**src/rtl/ramp_pkg.sv**
```systemverilog
// ramp_pkg: shared encodings for the ramp pattern generator.
//   mode_t  : run-mode codes as presented on the mode input
//   state_t : ramp controller states
//   Y*      : step-select codes, named after the default step size
package ramp_pkg;

  typedef enum logic [1:0] {
    MODE_WRAP = 2'b00,
    MODE_SAT  = 2'b01,
    MODE_TRI  = 2'b10,
    MODE_RSVD = 2'b11   // decoded exactly like MODE_WRAP
  } mode_t;

  typedef enum logic [1:0] {
    IDLE = 2'b00,
    UP   = 2'b01,
    DOWN = 2'b10,
    HOLD = 2'b11
  } state_t;

  localparam logic [1:0] Y0    = 2'b00;
  localparam logic [1:0] Y1    = 2'b01;
  localparam logic [1:0] Y16   = 2'b10;
  localparam logic [1:0] Y1290 = 2'b11;

endpackage

```
**src/rtl/ramp_step_lut.sv**
```systemverilog
// ramp_step_lut: combinational step-size table.
//   y    in  2       step select (Y0 always yields zero)
//   step out STEP_W  step magnitude for the selected code
module ramp_step_lut
  import ramp_pkg::*;
#(
  parameter int STEP_W = 11,
  parameter int STEP1  = 1,
  parameter int STEP2  = 16,
  parameter int STEP3  = 1290
) (
  input  logic [1:0]        y,
  output logic [STEP_W-1:0] step
);

  localparam logic [STEP_W-1:0] S1 = STEP_W'(STEP1);
  localparam logic [STEP_W-1:0] S2 = STEP_W'(STEP2);
  localparam logic [STEP_W-1:0] S3 = STEP_W'(STEP3);

  always_comb begin
    step = '0;
    case (y)
      Y1:      step = S1;
      Y16:     step = S2;
      Y1290:   step = S3;
      default: step = '0;
    endcase
  end

endmodule

```
**src/rtl/ramp_gen.sv**
```systemverilog
// ramp_gen: delta-stepped ramp generator with wrap, saturate and triangle modes.
//   clk      in   1      clock
//   rst      in   1      synchronous active-high reset
//   ramp_enb in   1      enable; low returns to IDLE and clears the ramp
//   delta    in   1      one step applied on every cycle it is high
//   Y        in   2      step select, sampled on every delta cycle
//   mode     in   2      run mode, captured on the IDLE->UP transition
//   out      out  WIDTH  ramp value
//   dir      out  1      high while descending (triangle)
//   turn_p   out  1      single-cycle pulse on wrap or triangle turnaround
//   sat      out  1      high while holding at MAX_VAL (saturate)
//   busy     out  1      high whenever not IDLE
module ramp_gen
  import ramp_pkg::*;
#(
  parameter int WIDTH   = 12,
  parameter int MAX_VAL = 4095,
  parameter int STEP_W  = 11,
  parameter int STEP1   = 1,
  parameter int STEP2   = 16,
  parameter int STEP3   = 1290
) (
  input  logic             clk,
  input  logic             rst,
  input  logic             ramp_enb,
  input  logic             delta,
  input  logic [1:0]       Y,
  input  logic [1:0]       mode,
  output logic [WIDTH-1:0] out,
  output logic             dir,
  output logic             turn_p,
  output logic             sat,
  output logic             busy
);

  typedef logic [WIDTH:0]   sum_t;
  typedef logic [WIDTH-1:0] val_t;

  localparam val_t MAX_V = val_t'(MAX_VAL);
  localparam sum_t MAX_S = sum_t'(MAX_VAL);

  state_t state_reg, state_next;
  mode_t  mode_reg,  mode_next;
  val_t   out_reg,   out_next;
  logic   dir_reg,   dir_next;
  logic   turn_reg,  turn_next;
  logic   sat_reg,   sat_next;

  logic [STEP_W-1:0] step_raw;
  val_t              step_v;
  sum_t              sum;
  val_t              diff;
  logic              step_live;

  ramp_step_lut #(
    .STEP_W (STEP_W),
    .STEP1  (STEP1),
    .STEP2  (STEP2),
    .STEP3  (STEP3)
  ) u_lut (
    .y    (Y),
    .step (step_raw)
  );

  // One extra bit on the sum carries the wrap indication and lets the
  // saturate/triangle compare see overshoot past MAX_VAL.
  assign step_v    = val_t'(step_raw);
  assign sum       = sum_t'(out_reg) + sum_t'(step_v);
  assign diff      = out_reg - step_v;
  // A zero step must never move the value or fire a turnaround.
  assign step_live = delta && (step_raw != '0);

  always_ff @(posedge clk) begin
    if (rst) begin
      state_reg <= IDLE;
      mode_reg  <= MODE_WRAP;
      out_reg   <= '0;
      dir_reg   <= 1'b0;
      turn_reg  <= 1'b0;
      sat_reg   <= 1'b0;
    end else begin
      state_reg <= state_next;
      mode_reg  <= mode_next;
      out_reg   <= out_next;
      dir_reg   <= dir_next;
      turn_reg  <= turn_next;
      sat_reg   <= sat_next;
    end
  end

  always_comb begin
    state_next = state_reg;
    mode_next  = mode_reg;
    out_next   = out_reg;
    dir_next   = dir_reg;
    sat_next   = sat_reg;
    turn_next  = 1'b0;

    if (!ramp_enb) begin
      state_next = IDLE;
      out_next   = '0;
      dir_next   = 1'b0;
      sat_next   = 1'b0;
    end else begin
      case (state_reg)
        IDLE: begin
          // delta is deliberately ignored on the enabling edge
          state_next = UP;
          mode_next  = mode_t'(mode);
          out_next   = '0;
          dir_next   = 1'b0;
          sat_next   = 1'b0;
        end
        UP: begin
          if (step_live) begin
            case (mode_reg)
              MODE_SAT: begin
                if (sum >= MAX_S) begin
                  out_next   = MAX_V;
                  state_next = HOLD;
                  sat_next   = 1'b1;
                end else begin
                  out_next = sum[WIDTH-1:0];
                end
              end
              MODE_TRI: begin
                if (sum >= MAX_S) begin
                  out_next   = MAX_V;
                  state_next = DOWN;
                  dir_next   = 1'b1;
                  turn_next  = 1'b1;
                end else begin
                  out_next = sum[WIDTH-1:0];
                end
              end
              default: begin
                // wrap and reserved: free-running modulo 2^WIDTH
                out_next  = sum[WIDTH-1:0];
                turn_next = sum[WIDTH];
              end
            endcase
          end
        end
        DOWN: begin
          if (step_live) begin
            if (out_reg <= step_v) begin
              out_next   = '0;
              state_next = UP;
              dir_next   = 1'b0;
              turn_next  = 1'b1;
            end else begin
              out_next = diff;
            end
          end
        end
        HOLD: begin
          // frozen until enable drops or reset
        end
        default: begin
          state_next = IDLE;
        end
      endcase
    end
  end

  assign out    = out_reg;
  assign dir    = dir_reg;
  assign turn_p = turn_reg;
  assign sat    = sat_reg;
  assign busy   = (state_reg != IDLE);

endmodule
```
**config.mk**
```make
export PLATFORM = sky130hd
export DESIGN_NAME = ramp_gen
export DESIGN_NICKNAME = d
export VERILOG_FILES = /design/src/rtl/ramp_pkg.sv /design/src/rtl/ramp_step_lut.sv /design/src/rtl/ramp_gen.sv
export SDC_FILE = /design/constraint.sdc
export NUM_CORES = 1
export LEC_CHECK = 0
export CAP_MARGIN = 10
export CORE_MARGIN = 2
export CORE_UTILIZATION = 52
export CTS_CLUSTER_DIAMETER = 80
export DETAILED_ROUTE_END_ITERATION = 10
export PLACE_DENSITY = 0.76
export SETUP_SLACK_MARGIN = 0.2
export SYNTH_ARGS = -nofsm -noshare
export SYNTH_HDL_FRONTEND = slang
export SYNTH_SLANG_ARGS = --single-unit
```
**constraint.sdc**
```tcl
create_clock -name clk -period 2.9 [get_ports clk]
set_input_delay 0.58 -clock clk [delete_from_list [all_inputs] [get_ports clk]]
set_output_delay 0.58 -clock clk [all_outputs]
set_load 0.005 [all_outputs]
```
==> run summary <==
status: complete, but fails checks
violated checks: negative setup slack
Multi-input gate area: 0.00184 sq mm
# setup viols final: 9
fill cell count: 248
total CTS buffers: 3
Arr. time, crit path: 3.14 ns
Total Power: 691 uW
number of global-route vias before repair: 2467
Residual DRC: 0
Post-Synth XOR/XNOR Area: 0.0289
Antenna Nets Post-Route: 0
largest family of logic cells by synthesized area: compound AO/OA/AOI/OAI gates
share of layout cells above drive strength 1: 0.382
Via density: 6.62
Synth Area in Simple Gates: 0.269
Register Area: 380 sq um
Flop pwr share: 0.386
IO buf count: 23
wire length on met2: 4020 um
Int Pwr: 458 uW
total number of vias: 2739
clk root buf: clkbuf_8
GRT Total Usage: 0.350
max_cap viols: 0
Syn. warnings: 0
Seq/Total Area, Yosys: 0.179
Crit. End Element: register
Row Count: 23
top_reg_cell synth: dfxtp_1
total gr overflow: 0
asr flop ratio synth: 0
Mapped Cells: 278
worst clock skew: 0.00181 ns
DP Area: 0.00283 sq mm
worst-margin pin slew: 0.583 ns
commonest non-fill, non-tap cell in the layout: buf_4
Design Area, Final: 0.00324 sq mm
post-layout min period: 2.97 ns
critical path class: primary input to register
combinational share of power: 0.309
antenna cells: 0
hold_ws: 0.487 ns
Sink Count: 19
drt pass-1 iters: 5
flops & latches, synth: 19
DPL Wire Length: 5260 um
Total Wirelength: 8620 um
Worst slew margin: 0.607
die area: 0.00461 sq mm
core box area: 0.00397 sq mm
Switch Pwr: 233 uW
initial antenna violation count: 0
most frequent cells in the layout: 67 x buf_4, 22 x nand2_1, 21 x clkdlybuf4s50_1, 20 x inv_1, 19 x dfxtp_1
Post-synth EDFFs: 0
pre-CTS WS: -0.709 ns
top sig layer: met4
fmax: 0.337 GHz
multiplexer share of the synthesized area: 0
GP Congestion: 0.977
Hold Fails Final Rpt: 0
boundary pin count: 24
clock group share of total power: 0.305
Initial Util: 0.535
RSZ-0062 raised after global routing: true
CP required: 3.07 ns
First DRT Iteration DRCs: 373
Sw Ratio: 0.338
routed wl met3: 912 um
post-DR wirelength/cell: 20.8 um
Metal-1 WL: 3230 um
CTS tree: built
Synth Area in Compound Gates: 0.313
Setup crit start kind: primary input
adder-cell share of the synthesized area: 0.131
Syn Area/Cell: 7.64 sq um
Critical Path Fanout Max: 4
Unique masters post-synth: 63
Final #Nets: 394
post-synth net total: 307
Clock transition at path regs: 0.09 ns
P&R area growth vs syn: 52.6%
largest net degree at the start of global routing: 21
Min-Delay Path Class: register to register
Pleak: 1.33 nW
Pwr per Cell Area: 213 mW/mm^2
max reg flops: 12
utilization after layout: 0.816
first-pass GRT wire length: 11900 um
CTS H-tree lvls: 1
CTS max path bufs: 2
Clk Latency, worst-skew pair: 0.27 ns
die height: 67.9 um
highest ir drop seen on vdd: 0.152 mV
max-slew violation count: 0
fin worst setup slack: -0.0716 ns
post-synthesis instance area: 0.00212 sq mm
die width: 67.9 um
fin crit share: 1.02
## metrics by stage
| stage | setup TNS [ns] | std cells |
|---|---|---|
| detailed placement | -10.66 | 393 |
| finish | -0.460 | 414 |
| CTS | 0 | 406 |
| floorplan | 0 | 278 |
| global route | -1.42 | 414 |
| global placement | -9.83 | 393 |
## cells by family (layout without fill, tap and decap cells)
group,count (synthesis),in the layout
buffers and inverters,36,122
xor gates and xnor gates,7,7
adders and majority gates,21,21
DFF,19,19
and+or+nand+nor,100,100
AOI/OAI and AO/OA,95,95
## power groups by stage
stage | sequential [mW] | combinational, mW | clock (mW)
final | 0.267 | 0.213 | 0.211
after global placement | 0.273 | 0.172 | 0
after floorplan | 0.272 | 0.0971 | 0
after detailed placement | 0.273 | 0.175 | 0
after CTS | 0.267 | 0.191 | 0.207
after global routing | 0.267 | 0.225 | 0.217
## cell type report
class                   instances  area share
inverters                      21      0.0243
clock inverters                 1     0.00154
multi-input cells             223       0.568
repair buffers                 97       0.256
well taps                      50      0.0193
flip-flops and latches         19       0.117
clock buffers                   3      0.0127
## worst max-delay path: stages
cell	delay, ns
buf_8	0.08
nor2b_4	0.21
ha_4	0.16
inv_2	0.05
fa_2	0.43
nor4b_4	0.39
buf_4	0.19
o311ai_4	0.12
nand3_2	0.15
o21ai_1	0.08
a211oi_2	0.34
o21ai_2	0.11
o221a_2	0.25
## what timing repair did
item,in CTS,in global routing
endpoints found under the setup margin,17,17
buffers inserted,9,8
gates resized for setup,34,39
pin swaps,16,29
hold buffers,0,0
## routing by layer
layer	vias to the layer above	global-route usage
met2	214	0.602
met5	-	0
li1	1205	-
met3	58	0.0888
met1	1262	0.416
met4	0	0.140
## path summary, 6_finish.rpt
path                                   from     endpoint  slack [ns]  cells after the start
worst max-delay path                   Y[0]          dir       -0.07                     13
worst min-delay path            mode_reg[0]  mode_reg[0]        0.49                      2
worst max register to register       out[1]      out[10]        0.09                      8
worst min register to register  mode_reg[0]  mode_reg[0]        0.49                      2
## synth_stat cells (all sizes together), types with 2 or more instances
cell / count / area (sq um)
a31oi: 4 / 31.3
or3: 3 / 23.8
a2111oi: 3 / 32.5
nor4: 4 / 40.0
a211oi: 6 / 50.1
o221ai: 3 / 26.3
nor3: 14 / 75.1
a21o: 3 / 22.5
nand2b: 3 / 18.8
fa: 2 / 40.0
xor2: 3 / 26.3
nor2b: 10 / 62.6
clkbuf: 5 / 18.8
inv: 21 / 78.8
a22o: 2 / 17.5
o21a: 4 / 31.3
a32o: 5 / 50.1
nand3: 8 / 40.0
or2: 4 / 25.0
a221oi: 2 / 17.5
nor2: 11 / 41.3
o311ai: 2 / 25.0
dfxtp: 19 / 380
nand2: 26 / 97.6
buf: 10 / 70.1
a21oi: 22 / 110
xnor2: 4 / 35.0
ha: 19 / 238
o21ai: 24 / 120
nand4: 4 / 25.0
nor3b: 6 / 50.1
o31ai: 4 / 30.0
and2: 2 / 12.5
(Power assumes the default switching activity.)
